<file path="src/rtl/rsa_pkg.sv">
// Shared encodings for the RSA exponentiation controller and its operand muxes.
// Holds the operand-select codes, the sequencer state enum and small state helpers.
// Pure declarations: no logic, no latency, no flow control.
package rsa_pkg;

   // Operand-mux select codes, shared with the datapath mux instances
   typedef enum logic [1:0] {
      SEL_ONE  = 2'b00,
      SEL_ACC  = 2'b01,
      SEL_BASE = 2'b10,
      SEL_ZERO = 2'b11
   } sel_t;

   // Sequencer states: one ISSUE/WAIT pair per multiplier operation kind
   typedef enum logic [3:0] {
      ST_IDLE,
      ST_INIT,
      ST_SQR_ISSUE,
      ST_SQR_WAIT,
      ST_MUL_ISSUE,
      ST_MUL_WAIT,
      ST_POST_ISSUE,
      ST_POST_WAIT,
      ST_DONE
   } state_t;

   function automatic logic is_issue(input state_t s);
      return (s == ST_SQR_ISSUE) || (s == ST_MUL_ISSUE) || (s == ST_POST_ISSUE);
   endfunction

   function automatic logic is_wait(input state_t s);
      return (s == ST_SQR_WAIT) || (s == ST_MUL_WAIT) || (s == ST_POST_WAIT);
   endfunction

endpackage

</file>
<file path="src/rtl/rsa_exp_ctrl.sv">
// Left-to-right square-and-multiply sequencer driving an external Montgomery multiplier.
// Latency: start to done = 2 + ops*(mult latency + 2) cycles, ops = WIDTH + popcount(exp) + 1.
// Backpressure: start ignored while busy; each op stalls in WAIT until mmm_done is seen.
module rsa_exp_ctrl
   import rsa_pkg::*;
#(
   parameter int WIDTH = 8
) (
   input  logic             clk,
   input  logic             rst_n,
   input  logic             start,
   input  logic [WIDTH-1:0] exponent,
   input  logic             mmm_done,
   output logic [1:0]       sel_x,
   output logic [1:0]       sel_y,
   output logic             mmm_start,
   output logic             acc_init,
   output logic             acc_we,
   output logic             busy,
   output logic             done
);

   localparam int CW = (WIDTH > 2) ? $clog2(WIDTH) : 1;

   state_t           state_q;
   state_t           state_nxt;
   logic [WIDTH-1:0] exp_q;
   logic [CW-1:0]    cnt_q;
   logic             cap;
   logic             shift;

   sel_t             sel_x_d;
   sel_t             sel_y_d;
   logic             mmm_start_d;
   logic             acc_init_d;
   logic             acc_we_d;
   logic             busy_d;
   logic             done_d;

   // State register; async reset drops straight to IDLE mid-operation
   always_ff @(posedge clk or negedge rst_n) begin
      if (!rst_n) begin
         state_q <= ST_IDLE;
      end else begin
         state_q <= state_nxt;
      end
   end

   // Next-state: a WAIT state is left only in the cycle acc_we is high, so the
   // selects stay put while the multiplier result is being written into ACC
   always_comb begin
      state_nxt = state_q;
      cap       = 1'b0;
      shift     = 1'b0;
      unique case (state_q)
         ST_IDLE: begin
            if (start) begin
               state_nxt = ST_INIT;
               cap       = 1'b1;
            end
         end
         ST_INIT:       state_nxt = ST_SQR_ISSUE;
         ST_SQR_ISSUE:  state_nxt = ST_SQR_WAIT;
         ST_SQR_WAIT: begin
            if (acc_we) begin
               if (exp_q[WIDTH-1]) begin
                  state_nxt = ST_MUL_ISSUE;
               end else if (cnt_q == '0) begin
                  state_nxt = ST_POST_ISSUE;
               end else begin
                  state_nxt = ST_SQR_ISSUE;
                  shift     = 1'b1;
               end
            end
         end
         ST_MUL_ISSUE:  state_nxt = ST_MUL_WAIT;
         ST_MUL_WAIT: begin
            if (acc_we) begin
               if (cnt_q == '0) begin
                  state_nxt = ST_POST_ISSUE;
               end else begin
                  state_nxt = ST_SQR_ISSUE;
                  shift     = 1'b1;
               end
            end
         end
         ST_POST_ISSUE: state_nxt = ST_POST_WAIT;
         ST_POST_WAIT: begin
            if (acc_we) begin
               state_nxt = ST_DONE;
            end
         end
         ST_DONE:       state_nxt = ST_IDLE;
         default:       state_nxt = ST_IDLE;
      endcase
   end

   // Output decode from the upcoming state so every output comes from a flop
   always_comb begin
      sel_x_d = SEL_ZERO;
      sel_y_d = SEL_ZERO;
      case (state_nxt)
         ST_SQR_ISSUE, ST_SQR_WAIT: begin
            sel_x_d = SEL_ACC;
            sel_y_d = SEL_ACC;
         end
         ST_MUL_ISSUE, ST_MUL_WAIT: begin
            sel_x_d = SEL_ACC;
            sel_y_d = SEL_BASE;
         end
         ST_POST_ISSUE, ST_POST_WAIT: begin
            sel_x_d = SEL_ACC;
            sel_y_d = SEL_ONE;
         end
         default: ;
      endcase
      mmm_start_d = is_issue(state_nxt);
      acc_init_d  = (state_nxt == ST_INIT);
      // one write per op: a second mmm_done while the write is pending is dropped
      acc_we_d    = is_wait(state_q) && mmm_done && !acc_we;
      busy_d      = (state_nxt != ST_IDLE);
      done_d      = (state_nxt == ST_DONE);
   end

   // Registered outputs; acc_we doubles as the "result pending" flag of WAIT
   always_ff @(posedge clk or negedge rst_n) begin
      if (!rst_n) begin
         sel_x     <= SEL_ZERO;
         sel_y     <= SEL_ZERO;
         mmm_start <= 1'b0;
         acc_init  <= 1'b0;
         acc_we    <= 1'b0;
         busy      <= 1'b0;
         done      <= 1'b0;
      end else begin
         sel_x     <= sel_x_d;
         sel_y     <= sel_y_d;
         mmm_start <= mmm_start_d;
         acc_init  <= acc_init_d;
         acc_we    <= acc_we_d;
         busy      <= busy_d;
         done      <= done_d;
      end
   end

   // Exponent shift register and bit counter: MSB is always the bit being processed
   always_ff @(posedge clk or negedge rst_n) begin
      if (!rst_n) begin
         exp_q <= '0;
         cnt_q <= '0;
      end else if (cap) begin
         exp_q <= exponent;
         cnt_q <= CW'(WIDTH - 1);
      end else if (shift) begin
         exp_q <= {exp_q[WIDTH-2:0], 1'b0};
         cnt_q <= cnt_q - CW'(1);
      end
   end

endmodule

</file>
<file path="config.mk">
export PLATFORM = sky130hd
export DESIGN_NAME = rsa_exp_ctrl
export DESIGN_NICKNAME = d
export VERILOG_FILES = /design/src/rtl/rsa_pkg.sv /design/src/rtl/rsa_exp_ctrl.sv
export SDC_FILE = /design/constraint.sdc
export NUM_CORES = 1
export LEC_CHECK = 0
export CAP_MARGIN = 20
export CORE_ASPECT_RATIO = 0.7
export CORE_MARGIN = 3
export CORE_UTILIZATION = 45
export CTS_CLUSTER_SIZE = 25
export DETAILED_ROUTE_END_ITERATION = 16
export GPL_TIMING_DRIVEN = 0
export HOLD_SLACK_MARGIN = 0.06
export PLACE_DENSITY = 0.69
export REMOVE_ABC_BUFFERS = 1
export SETUP_SLACK_MARGIN = 0.3
export SLEW_MARGIN = 0
export SYNTH_ARGS = -nofsm -noshare
export SYNTH_HDL_FRONTEND = slang
export SYNTH_SLANG_ARGS = --single-unit
export TNS_END_PERCENT = 10
</file>
<file path="constraint.sdc">
create_clock -name clk -period 2.4 [get_ports clk]
set_clock_uncertainty 0.05 [all_clocks]
set_input_delay 0.48 -clock clk [delete_from_list [all_inputs] [get_ports clk]]
set_output_delay 0.48 -clock clk [all_outputs]
set_load 0.03 [all_outputs]
</file>
==> results by group <==
Outcome
  – Status: complete, no violations

STA
  – Worst-Margin Slew: about 0.70 ns
  – Final hold vios: 0
  – Fin crit period: ~2.0 ns
  – Final Setup Violations: 0
  – Fmax: approximately 490 MHz
  – Setup slack after layout: approximately 0.37 ns
  – Slew margin rel.: 0.532
  – Setup TNS: 0 ns
  – Fin crit share: 0.844
  – Worst hold margin: 0.383 ns
  – Final slew viol count: 0
  – RSZ-0062 raised after global routing: false

Cells and area
  – Layout cell share with drive strength beyond 1: 0.107
  – Leading cell types in the layout, fill and taps excluded: dfrtp_1, clkdlybuf4s50_1, nor2_1, inv_1
  – Final instance count without filler cells: roughly 150
  – Filler cells: between 200 and 250
  – Fin nets: around 140
  – Antenna cells: 0
  – Area growth, synth to finish: 22.4%
  – Post-route cell area: ~0.0013 sq mm

Clock network
  – Hold-fix buffers, CTS: 0
  – Clock slew at reported path FFs: approximately 0.12 ns
  – CTS Buf Count: 3
  – Post-cts resize count: 2
  – Clock H-tree levels: 1
  – Root Buffer Master: clkbuf_4
  – Setup repair bufs after CTS: 0
  – Clk buf depth: 2
  – CTS tree: yes
  – Sink Count: 23
  – Worst-skew pair later-pin latency: 0.30 ns

Route
  – DR iter-0 viols: 36
  – Vias: ~770
  – WL per Instance: 12.4 um
  – WL final: ~1.9 mm
  – Final antenna-violating net count: 0
  – First drt pass iteration count: 4
  – # DRC: 0
  – Vias per cell: 4.99

Place
  – I/O Buffers: 19
  – Placed instance count: roughly 150
  – Gp weighted congestion: roughly 0.78
  – Area after DPL: around 0.0013 sq mm
  – Pre-CTS setup slack: ~0.25 ns
  – Detailed Place HPWL: between 1 and 1.5 mm

Floorplanning
  – Die Y: about 47 um
  – Num rows: 14
  – Die X: 65.0 um
  – DIE AREA: 0.00307 sq mm
  – Initial core utilization: 0.492
  – # IOs: 21
  – Core region area: about 0.0022 sq mm

Pwr
  – VDD IR max: about 0.43 mV
  – PD cells: approximately 1100 mW/mm^2
  – Lkg Pwr: 0.627 nW

Yosys
  – Post-synthesis sequential area ratio: 0.529
  – Synth Instances: 106
  – Count of different cell masters after synthesis: 33
  – Post-synthesis register bit count: 23
  – Synth warn: 0
  – Synthesized cell area: approximately 0.0011 sq mm
  – Syn_area_per_cell: approximately 10 sq um

Worst hold path
  – Worst Hold Class: input pin to async pin

Setup path
  – Crit-path cells: clkdlybuf4s50_1
  – Setup crit start kind: register
  – Max incr delay on CP: about 0.66 ns
  – CP endpoint kind: output port
  – CP Buf/Inv Count: 1
  – Worst path arrival time: ~1.5 ns
  – Cell family contributing the most delay on the critical path: buffers and inverters
  – CP Max Fanout: 1
  – Crit Path Category: register to output port
  – Crit-path slowest cell: clkdlybuf4s50_1
  – Worst path required time: 1.87 ns

GRT
  – Vias in the first global route: 669
  – Largest net degree at the start of global routing: 24
  – First-pass GRT wire length: approximately 3.0 mm
  – Global-route usage over all layers: 0.135
  – Initial antenna violation count: 0
  – Final global-route overflow total: 0

Job
  – Max-cap violation count: 0
-- worst paths after layout --
path / slack (ns) / depth (start not counted) / start / endpoint
max: 0.37 / 1 / sel_y[0]$_DFF_PN1_ / sel_y[0]
min: 0.38 / 1 / rst_n / done$_DFF_PN0_
max reg2reg: 0.38 / 4 / state_q[2]$_DFF_PN0_ / exp_q[3]$_DFFE_PN0P_
min reg2reg: 0.47 / 2 / cnt_q[2]$_DFFE_PN0P_ / cnt_q[2]$_DFFE_PN0P_
max in group asynchronous: 1.43 / 2 / rst_n / sel_y[0]$_DFF_PN1_
min in group clk: 0.47 / 2 / cnt_q[2]$_DFFE_PN0P_ / cnt_q[2]$_DFFE_PN0P_
-- synthesized netlist by cell type --
master	count	share of area
and4_1	2	0.016
dfrtp_1	20	0.46
a221oi_1	1	0.0080
a2bb2oi_1	1	0.0080
a2111o_1	1	0.010
and3_1	1	0.0057
a31oi_1	1	0.0057
o211ai_1	3	0.021
nor3_1	2	0.0091
nand4b_1	2	0.016
dfstp_2	3	0.072
buf_4	1	0.0069
o22a_1	1	0.0080
nand2b_1	1	0.0057
nand3b_1	1	0.0069
ha_1	2	0.023
buf_6	1	0.010
nand3_1	4	0.018
or3b_2	2	0.016
and4b_1	1	0.0091
inv_1	8	0.027
xnor2_1	1	0.0080
nor2_1	11	0.038
o2111ai_1	2	0.016
or3b_1	1	0.0080
clkbuf_1	6	0.021
nor2b_1	3	0.017
mux2i_1	7	0.064
conb_1	1	0.0034
o21ai_0	1	0.0046
a21oi_1	7	0.032
a31o_2	1	0.0080
nand2_1	6	0.021
-- per-stage QoR --
step / util / power [mW]
global placement: 0.577 / 1.35
detailed placement: 0.577 / 1.36
finish: 0.602 / 1.54
floorplan: - / 1.15
global route: 0.602 / 1.66
CTS: 0.589 / 1.54
-- logic make-up (layout without fill, tap and decap cells) --
logic type | after synthesis | count (layout) | share of synthesized area
compound gates | 19 | 19 | 0.121
xor+xnor | 1 | 1 | 0.00800
fa+ha+maj | 2 | 2 | 0.0229
buf+inv | 16 | 32 | 0.0651
flops | 23 | 23 | 0.529
mux | 7 | 7 | 0.0640
other cells | 1 | 1 | 0.00343
simple gates | 37 | 37 | 0.186
-- registers in the layout, indices dropped and copies added (netlist names) --
signal and count:
sel_y 2, mmm_start 1, exp_q 8, acc_init 1
done 1, sel_x 1, state_q 4, acc_we 1
busy 1, cnt_q 3
-- cell type report --
class                           instances  area (sq um)  share of cell area
Clock buffer                            4          26.3              0.0196
Inverter                                8          30.0              0.0224
Multi-Input combinational cell         67           445               0.332
Sequential cell                        23           582               0.434
Tap cell                               32          40.0              0.0299
Timing Repair Buffer                   20           216               0.162
-- where the power goes --
group / leakage (nW) / switching, mW / internal [mW]
Combinational: 0.354 / 0.343 / 0.314
Clock: 0.0150 / 0.109 / 0.0648
Sequential: 0.258 / 0.146 / 0.559
-- metal layers --
| metal | up-vias | global-route usage | routed length, um |
|---|---|---|---|
| met2 | 23 | 0.226 | 848 |
| met4 | 0 | 0.0252 | 0 |
| li1 | 400 | - | - |
| met3 | 0 | 0.0598 | 113 |
| met1 | 346 | 0.168 | 955 |
| met5 | - | 0 | 0 |
No activity file was read; power rests on OpenSTA's default activity.
